[config.mk]
export PLATFORM = sky130hd
export DESIGN_NAME = wb_dma
export DESIGN_NICKNAME = d
export VERILOG_FILES = /design/src/rtl/wb_dma.sv
export SDC_FILE = /design/constraint.sdc
export NUM_CORES = 1
export LEC_CHECK = 0
export CORE_MARGIN = 2
export CORE_UTILIZATION = 45
export CTS_BUF_LIST = sky130_fd_sc_hd__clkbuf_4 sky130_fd_sc_hd__clkbuf_8
export CTS_CLUSTER_DIAMETER = 150
export CTS_CLUSTER_SIZE = 16
export DETAILED_ROUTE_END_ITERATION = 10
export MAX_ROUTING_LAYER = met4
export PLACE_DENSITY_LB_ADDON = 0.15
export SYNTH_ARGS = -nofsm -noshare
export SYNTH_HDL_FRONTEND = slang
export SYNTH_SLANG_ARGS = --single-unit
[constraint.sdc]
create_clock -name clk -period 5.6 [get_ports clk]
set_input_delay 1.12 -clock clk [delete_from_list [all_inputs] [get_ports clk]]
set_output_delay 1.12 -clock clk [all_outputs]
set_load 0.03 [all_outputs]
[src/rtl/wb_dma.sv]
// Single-channel Wishbone DMA: register slave port plus a word-copy master.
// One outstanding master request; NEXT drops cyc for a cycle between words.
`timescale 1ns/1ps
module wb_dma (
  input  logic        clk,
  input  logic        rst_n,
  input  logic        wbs_cyc,
  input  logic        wbs_stb,
  input  logic        wbs_we,
  input  logic [31:0] wbs_adr,
  input  logic [3:0]  wbs_sel,
  input  logic [31:0] wbs_dat_i,
  output logic [31:0] wbs_dat_o,
  output logic        wbs_ack,
  output logic        wbs_stall,
  output logic        wbm_cyc,
  output logic        wbm_stb,
  output logic        wbm_we,
  output logic [31:0] wbm_adr,
  output logic [3:0]  wbm_sel,
  output logic [31:0] wbm_dat_o,
  input  logic [31:0] wbm_dat_i,
  input  logic        wbm_ack,
  input  logic        wbm_err,
  input  logic        wbm_stall,
  output logic        irq
);

  typedef enum logic [2:0] {
    IDLE, RD_REQ, RD_WAIT, WR_REQ, WR_WAIT, NEXT
  } state_t;

  state_t      state;
  logic [29:0] src;
  logic [29:0] dst;
  logic [15:0] len;
  logic        busy;
  logic        done;
  logic        error;
  logic        req;
  logic        wr;
  logic        start;
  logic [31:0] rdata;
  logic        unused;

  assign wbs_stall = 1'b0;
  assign wbm_sel   = 4'hF;

  // A held strobe is one request: the ack cycle itself is not a new one.
  assign req   = wbs_cyc & wbs_stb & ~wbs_ack;
  assign wr    = req & wbs_we & ~busy;
  assign start = wr & (wbs_adr[3:2] == 2'd3) & wbs_dat_i[0];

  assign unused = ^{wbs_sel, wbs_adr[31:4], wbs_adr[1:0]};

  always_comb begin
    rdata = 32'h0;
    unique case (wbs_adr[3:2])
      2'd0: rdata = {src, 2'b00};
      2'd1: rdata = {dst, 2'b00};
      2'd2: rdata = {16'h0, len};
      2'd3: rdata = {29'h0, error, done, busy};
    endcase
  end

  always_ff @(posedge clk or negedge rst_n) begin
    if (!rst_n) begin
      state     <= IDLE;
      src       <= '0;
      dst       <= '0;
      len       <= '0;
      busy      <= 1'b0;
      done      <= 1'b0;
      error     <= 1'b0;
      wbs_ack   <= 1'b0;
      wbs_dat_o <= '0;
      wbm_cyc   <= 1'b0;
      wbm_stb   <= 1'b0;
      wbm_we    <= 1'b0;
      wbm_adr   <= '0;
      wbm_dat_o <= '0;
      irq       <= 1'b0;
    end else begin
      wbs_ack <= req;
      irq     <= 1'b0;
      if (req & ~wbs_we)
        wbs_dat_o <= rdata;
      if (wr) begin
        case (wbs_adr[3:2])
          2'd0:    src <= wbs_dat_i[31:2];
          2'd1:    dst <= wbs_dat_i[31:2];
          2'd2:    len <= wbs_dat_i[15:0];
          default: ;
        endcase
      end
      unique case (state)
        IDLE: begin
          if (start) begin
            done  <= 1'b0;
            error <= 1'b0;
            if (len == 16'd0) begin
              done <= 1'b1;
              irq  <= 1'b1;
            end else begin
              busy    <= 1'b1;
              state   <= RD_REQ;
              wbm_cyc <= 1'b1;
              wbm_stb <= 1'b1;
              wbm_we  <= 1'b0;
              wbm_adr <= {src, 2'b00};
            end
          end
        end
        RD_REQ: begin
          if (!wbm_stall) begin
            wbm_stb <= 1'b0;
            state   <= RD_WAIT;
          end
        end
        RD_WAIT: begin
          if (wbm_err) begin
            error   <= 1'b1;
            busy    <= 1'b0;
            irq     <= 1'b1;
            wbm_cyc <= 1'b0;
            state   <= IDLE;
          end else if (wbm_ack) begin
            wbm_dat_o <= wbm_dat_i;
            wbm_stb   <= 1'b1;
            wbm_we    <= 1'b1;
            wbm_adr   <= {dst, 2'b00};
            state     <= WR_REQ;
          end
        end
        WR_REQ: begin
          if (!wbm_stall) begin
            wbm_stb <= 1'b0;
            state   <= WR_WAIT;
          end
        end
        WR_WAIT: begin
          if (wbm_err) begin
            error   <= 1'b1;
            busy    <= 1'b0;
            irq     <= 1'b1;
            wbm_cyc <= 1'b0;
            wbm_we  <= 1'b0;
            state   <= IDLE;
          end else if (wbm_ack) begin
            src     <= src + 30'd1;
            dst     <= dst + 30'd1;
            len     <= len - 16'd1;
            wbm_cyc <= 1'b0;
            wbm_we  <= 1'b0;
            if (len == 16'd1) begin
              done  <= 1'b1;
              busy  <= 1'b0;
              irq   <= 1'b1;
              state <= IDLE;
            end else begin
              state <= NEXT;
            end
          end
        end
        NEXT: begin
          wbm_cyc <= 1'b1;
          wbm_stb <= 1'b1;
          wbm_adr <= {src, 2'b00};
          state   <= RD_REQ;
        end
        default: state <= IDLE;
      endcase
    end
  end

endmodule

**Word level (Yosys, flattened, before mapping)**

Index checks and enable logic that the tools add are counted.

- Add/sub/neg operators: 3
- Equality and inequality tests: 24
- Mux-type cells: 63
- Bitwise gates (word level): 11
- Reductions and logical operators: 20

Operators by type and width:

| operator | count |
|---|---|
| 30-bit two-way mux | 10 |
| 32-bit two-way mux | 4 |
| 32-bit case mux with 4 select lines | 1 |
| 32-bit case mux with 3 select lines | 1 |
| 16-bit two-way mux | 5 |
| 30-bit by 1-bit adder with 30-bit output (second input constant) | 2 |
| 3-bit two-way mux | 9 |
| 1-bit two-way mux | 25 |
| 6-bit AND reduction | 4 |
| 2-bit inequality test (second input constant) | 11 |
| 3-bit case mux with 6 select lines | 1 |
| 16-bit by 1-bit equality test with 1-bit output (second input constant) | 1 |
| 16-bit logical NOT | 1 |
| 16-bit by 1-bit subtractor with 16-bit output (second input constant) | 1 |
| 5-bit AND reduction | 3 |
| 3-bit inequality test (second input constant) | 3 |
| 1-bit case mux with 3 select lines | 3 |
| 1-bit case mux with 4 select lines | 2 |
| 4-bit nonzero test | 2 |
| 1-bit bitwise AND | 7 |
| 3-bit by 2-bit equality test with 1-bit output (second input constant) | 2 |
| 3-bit equality test (second input constant) | 2 |
| 3-bit AND reduction | 2 |
| 3-bit nonzero test | 2 |
| other kinds (10) | 17 |

- Flip-flop bits (word level): 183
- Input port bits: 108
- Output and inout bits: 106
- Logic and storage cells: 136

**Longest topological paths before layout**

- Depth after elaboration: 8
- Mapped depth: 9
- Depth with buffers taken out: 7

**Least setup slack after synthesis**

No wires, ideal clock.

- Path kind: input to register
- Start point: in wbs_stb
- End point: reg wbm_adr[4]
- Setup time: 128 ps
- Arrival time: 2,570 ps
- Data required time: 5,472 ps
- Slack: 2,903 ps
- Cell stages on the path: 6
- Buffers on the path: 1
- Cell sequence: nand3b_1 > nor4_1 > nor3_1 > nor3_4 > buf_6 > mux2_1

- Cells in the longest elaborated chain, start to end: 8

RTL lines:

| element | line | RTL |
|---|---|---|
| from (decl) | 8 | `input logic wbs_stb,` |
| 1-bit bitwise AND (2 in series) | 50 | `assign req = wbs_cyc & wbs_stb & ~wbs_ack;` |
| 1-bit bitwise AND (2 in series) | 51 | `assign wr = req & wbs_we & ~busy;` |
| 1-bit bitwise AND (2 in series) | 52 | `assign start = wr & (wbs_adr[3:2] == 2'd3) & wbs_dat_i[0];` |
| 2-bit inequality test (no line) | - |  |
| 5-bit AND reduction (no line) | - |  |
| to (signal assigned) | 110 | `wbm_adr <= {src, 2'b00};` |
| to (signal assigned) | 131 | `wbm_adr <= {dst, 2'b00};` |
| to (signal assigned) | 168 | `wbm_adr <= {src, 2'b00};` |
| to (decl) | 19 | `output logic [31:0] wbm_adr,` |

Every way passes these cells.
A chain may end at the register's enable or synchronous reset.

**Worst setup path after layout**

- Start point: in wbm_err
- End point: reg src[2]

- Cells in the longest elaborated chain, start to end: 2

RTL lines:

| element | line | RTL |
|---|---|---|
| from (decl) | 24 | `input logic wbm_err,` |
| 30-bit two-way mux | 142 | `if (wbm_err) begin` |
| 30-bit two-way mux | 96 | `unique case (state)` |
| to (signal assigned) | 90 | `2'd0: src <= wbs_dat_i[31:2];` |
| to (signal assigned) | 150 | `src <= src + 30'd1;` |
| to (decl) | 34 | `logic [29:0] src;` |

Every way passes these cells.

==> out/metrics.csv <==
metric,value,unit
status,completed,
antenna violations before repair,0,
P_int,0.00363,W
Final Setup Violations,0,
worst hold path type,reg2reg,
cts-stage hold buffer count,0,
r2r startpoint,state[2]$_DFFE_PN0P_,
first-pass GRT wire length,47.2,mm
Max Clock Skew,27.8,ps
largest net degree at the start of global routing,107,
Switching Share,0.426,
"Area growth, synth to finish",22.2,%
R2R cell count,5,
"Hold Vio Cnt, Final",0,
Mapped Cells,1026,
sequential area share after synthesis,0.455,
Root Driver,clkbuf_8,
PortBufs,172,
total number of vias,8655,
Sink Count,181,
Final #Nets,1269,
CP bufs+invs,1,
fmax,251,MHz
gr ovfl total,0,
IO Count,214,
Comb pwr share,0.442,
vias in the first global route,8386,
routed wire length,29.1,mm
"Slowest-stage cell, CP",nand2_1,
Lkg Pwr,4.89,nW
worst vdd ir,0.239,mV
clock power share,0.153,
# diodes,0,
most frequent cell on the critical path,nand2_1,
die width,153,um
Synth Area per Inst,9.70,um^2
RSZ-0062 raised after global routing,false,
final-layout fill cell count,1961,
depth of the CTS H-tree,4,
Synth Register Bits,181,
ANT nets after route,0,
Switch Pwr,0.00269,W
Reg power frac,0.406,
DRT Pass-1 Iters,6,
Die Y,153,um
Multi-input gate area,4990,um^2
Starting Density,0.457,
later-pin clock latency in the skew report,490,ps
core area,21800,um^2
post-route setup TNS,0,ps
kind of critical path,in2reg,
yosys warns,0,
Final Wtd Congestion,0.873,
Post-CTS Resized,0,
CP peak stage delay,1010,ps
Max clock buf depth,2,
Worst slew margin,0.249,
DRC,0,
CP cell instances,"clkdlybuf4s50_1, nor2b_1, nand2_1, nand2_1, a21oi_1, a311oi_1",
flop-to-flop setup slack,2140,ps
dominant synthesized flop cell,dfrtp_1,
minimum clock period,3990,ps
postcts setup bufs,0,
Pins Over Slew Limit,0,
Critical Path Fanout Max,23,
Post-synth EDFFs,0,
cts bufs inserted,17,
WL per Instance,20.1,um
GRT Total Usage,0.259,
vias per std cell,5.97,
Crit path max-delay family,simple AND/OR/NAND/NOR gates,
asr flop ratio synth,1.00,
Critical Path AT,4360,ps
clk slew on worst S/H paths,100,ps
hold_sp,wbs_dat_o[28]$_DFFE_PN0P_,
synthesized cell area,9950,um^2
TritonCTS clock tree,yes,
Hold Path Depth,2,
Power Density,520,nW/um^2
period utilization,0.712,
Worst Setup End Kind,flop,
pre-CTS setup slack,1320,ps
Worst-Margin Slew,1130,ps
PnR worst setup slack,1610,ps
library cells used by synthesis,71,
DRT iter0 DRCs,821,
reg2reg end,src[2]$_DFF_PN0_,
Max Cap Viol,0,
CP Launch Type,primary input,
Pwr Total,0.00632,W
DIE AREA,23300,um^2
post-DP HPWL,20.2,mm
critical path required time,5970,ps
row count,54,
Reg area,4530,um^2
Hold Path End,wbs_dat_o[28]$_DFFE_PN0P_,
layout cells sized above 1,0.121,
-- power by group through the flow --
stage | clock, W | combinational, W | sequential [W]
after floorplan | 0 | 0.00135 | 0.00292
after global routing | 0.00104 | 0.00301 | 0.00267
final | 0.000965 | 0.00279 | 0.00256
after global placement | 0 | 0.00276 | 0.00255
after detailed placement | 0 | 0.00279 | 0.00258
after CTS | 0.000987 | 0.00280 | 0.00255
-- worst max-delay path by stage --
stage          startpoint                endpoint  slack [ps]  depth (start not counted)
3_5_place_dp      wbm_err       src[16]$_DFF_PN0_        1320                          6
5_1_grt           wbm_err       src[22]$_DFF_PN0_        1430                          6
3_3_place_gp      wbm_err       src[22]$_DFF_PN0_        1360                          6
2_1_floorplan     wbs_stb  wbm_adr[4]$_DFFE_PN0P_        2900                          6
4_1_cts           wbm_err       src[22]$_DFF_PN0_        1830                          6
6_report          wbm_err        src[2]$_DFF_PN0_        1610                          6
-- registers in the layout, indices dropped and copies added, names as in the netlist --
name       cells
len           16
done           1
wbs_dat_o     32
wbs_ack        1
busy           1
dst           30
wbm_stb        1
src           30
state          3
wbm_adr       30
wbm_we         1
wbm_cyc        1
error          1
irq            1
wbm_dat_o     32
-- worst min-delay path, stage by stage, from the launching register on --
cell and delay [ps]:
dfrtp_1 350, nand2_1 50, o31ai_1 50
-- per-stage QoR --
stage                     utilization  cell area, um^2  std cells  hold WS (ps)
after floorplan                     -             9970       1031           492
after global placement          0.540            11700       1418           453
after detailed placement        0.540            11700       1418           467
after CTS                       0.559            12200       1450           489
after global routing            0.559            12200       1450           512
final                           0.559            12200       1450           482
-- layer usage --
layer  part of all wire  up-vias  GRT usage
met5                  0        -          -
li1                   -     4034          -
met3              0.071       35     0.0444
met4              0.014        0     0.0644
met2               0.44      384      0.377
met1               0.47     4202      0.378
-- cell families after synthesis --
kind of cell | Yosys count | share of synthesized area
AND/OR/NAND/NOR | 381 | 0.192
buffers and inverters | 94 | 0.0459
XOR/XNOR | 2 | 0.00176
other | 2 | 0.000755
adder cells (fa/ha/maj) | 4 | 0.00503
AO/OA/AOI/OAI | 238 | 0.155
multiplexers | 124 | 0.145
flip-flops | 181 | 0.455
-- placed cells by master (no fill, tap or decap), types with 6 or more instances in the layout --
cell and count:
a211oi_1 19, a21oi_1 69, a311oi_1 18, a31oi_1 6, and3_1 6, and4_1 12, buf_4 12, clkbuf_8 17
clkdlybuf4s50_1 170, conb_1 7, dfrtp_1 181, inv_1 17, mux2_1 10, mux2_2 61, mux2_4 19, mux2i_1 33
nand2_1 110, nand3_1 32, nand4_1 11, nor2_1 96, nor3_1 38, nor3b_1 6, nor4_1 14, o21ai_0 52
o22ai_1 9, o31ai_1 28, or3_1 12, or4_1 6
-- synth_stat cells (11+ instances only) --
cell	instances	share of area
mux2_2	61	0.069
inv_1	17	0.0064
dfrtp_1	181	0.46
a21oi_1	69	0.035
a311oi_1	18	0.016
nand3_1	32	0.016
nor2_1	97	0.037
o31ai_1	28	0.021
o21ai_0	52	0.026
a211oi_1	19	0.014
nand2_1	110	0.042
nand4_1	11	0.0069
nor4_1	14	0.0088
buf_2	29	0.015
and4_1	12	0.011
or3_1	12	0.0075
nor3_1	38	0.019
mux2_4	19	0.029
mux2i_1	33	0.033
clkbuf_1	31	0.012
-- final cells by class --
| cell class | count | share of cell area |
|---|---|---|
| Sequential cell | 181 | 0.373 |
| Clock buffer | 17 | 0.0193 |
| Inverter | 17 | 0.00525 |
| Timing Repair Buffer | 184 | 0.149 |
| Multi-Input combinational cell | 756 | 0.410 |
| Tap cell | 280 | 0.0288 |
| Clock inverter | 15 | 0.0149 |
No activity file was read; power rests on OpenSTA's default activity.
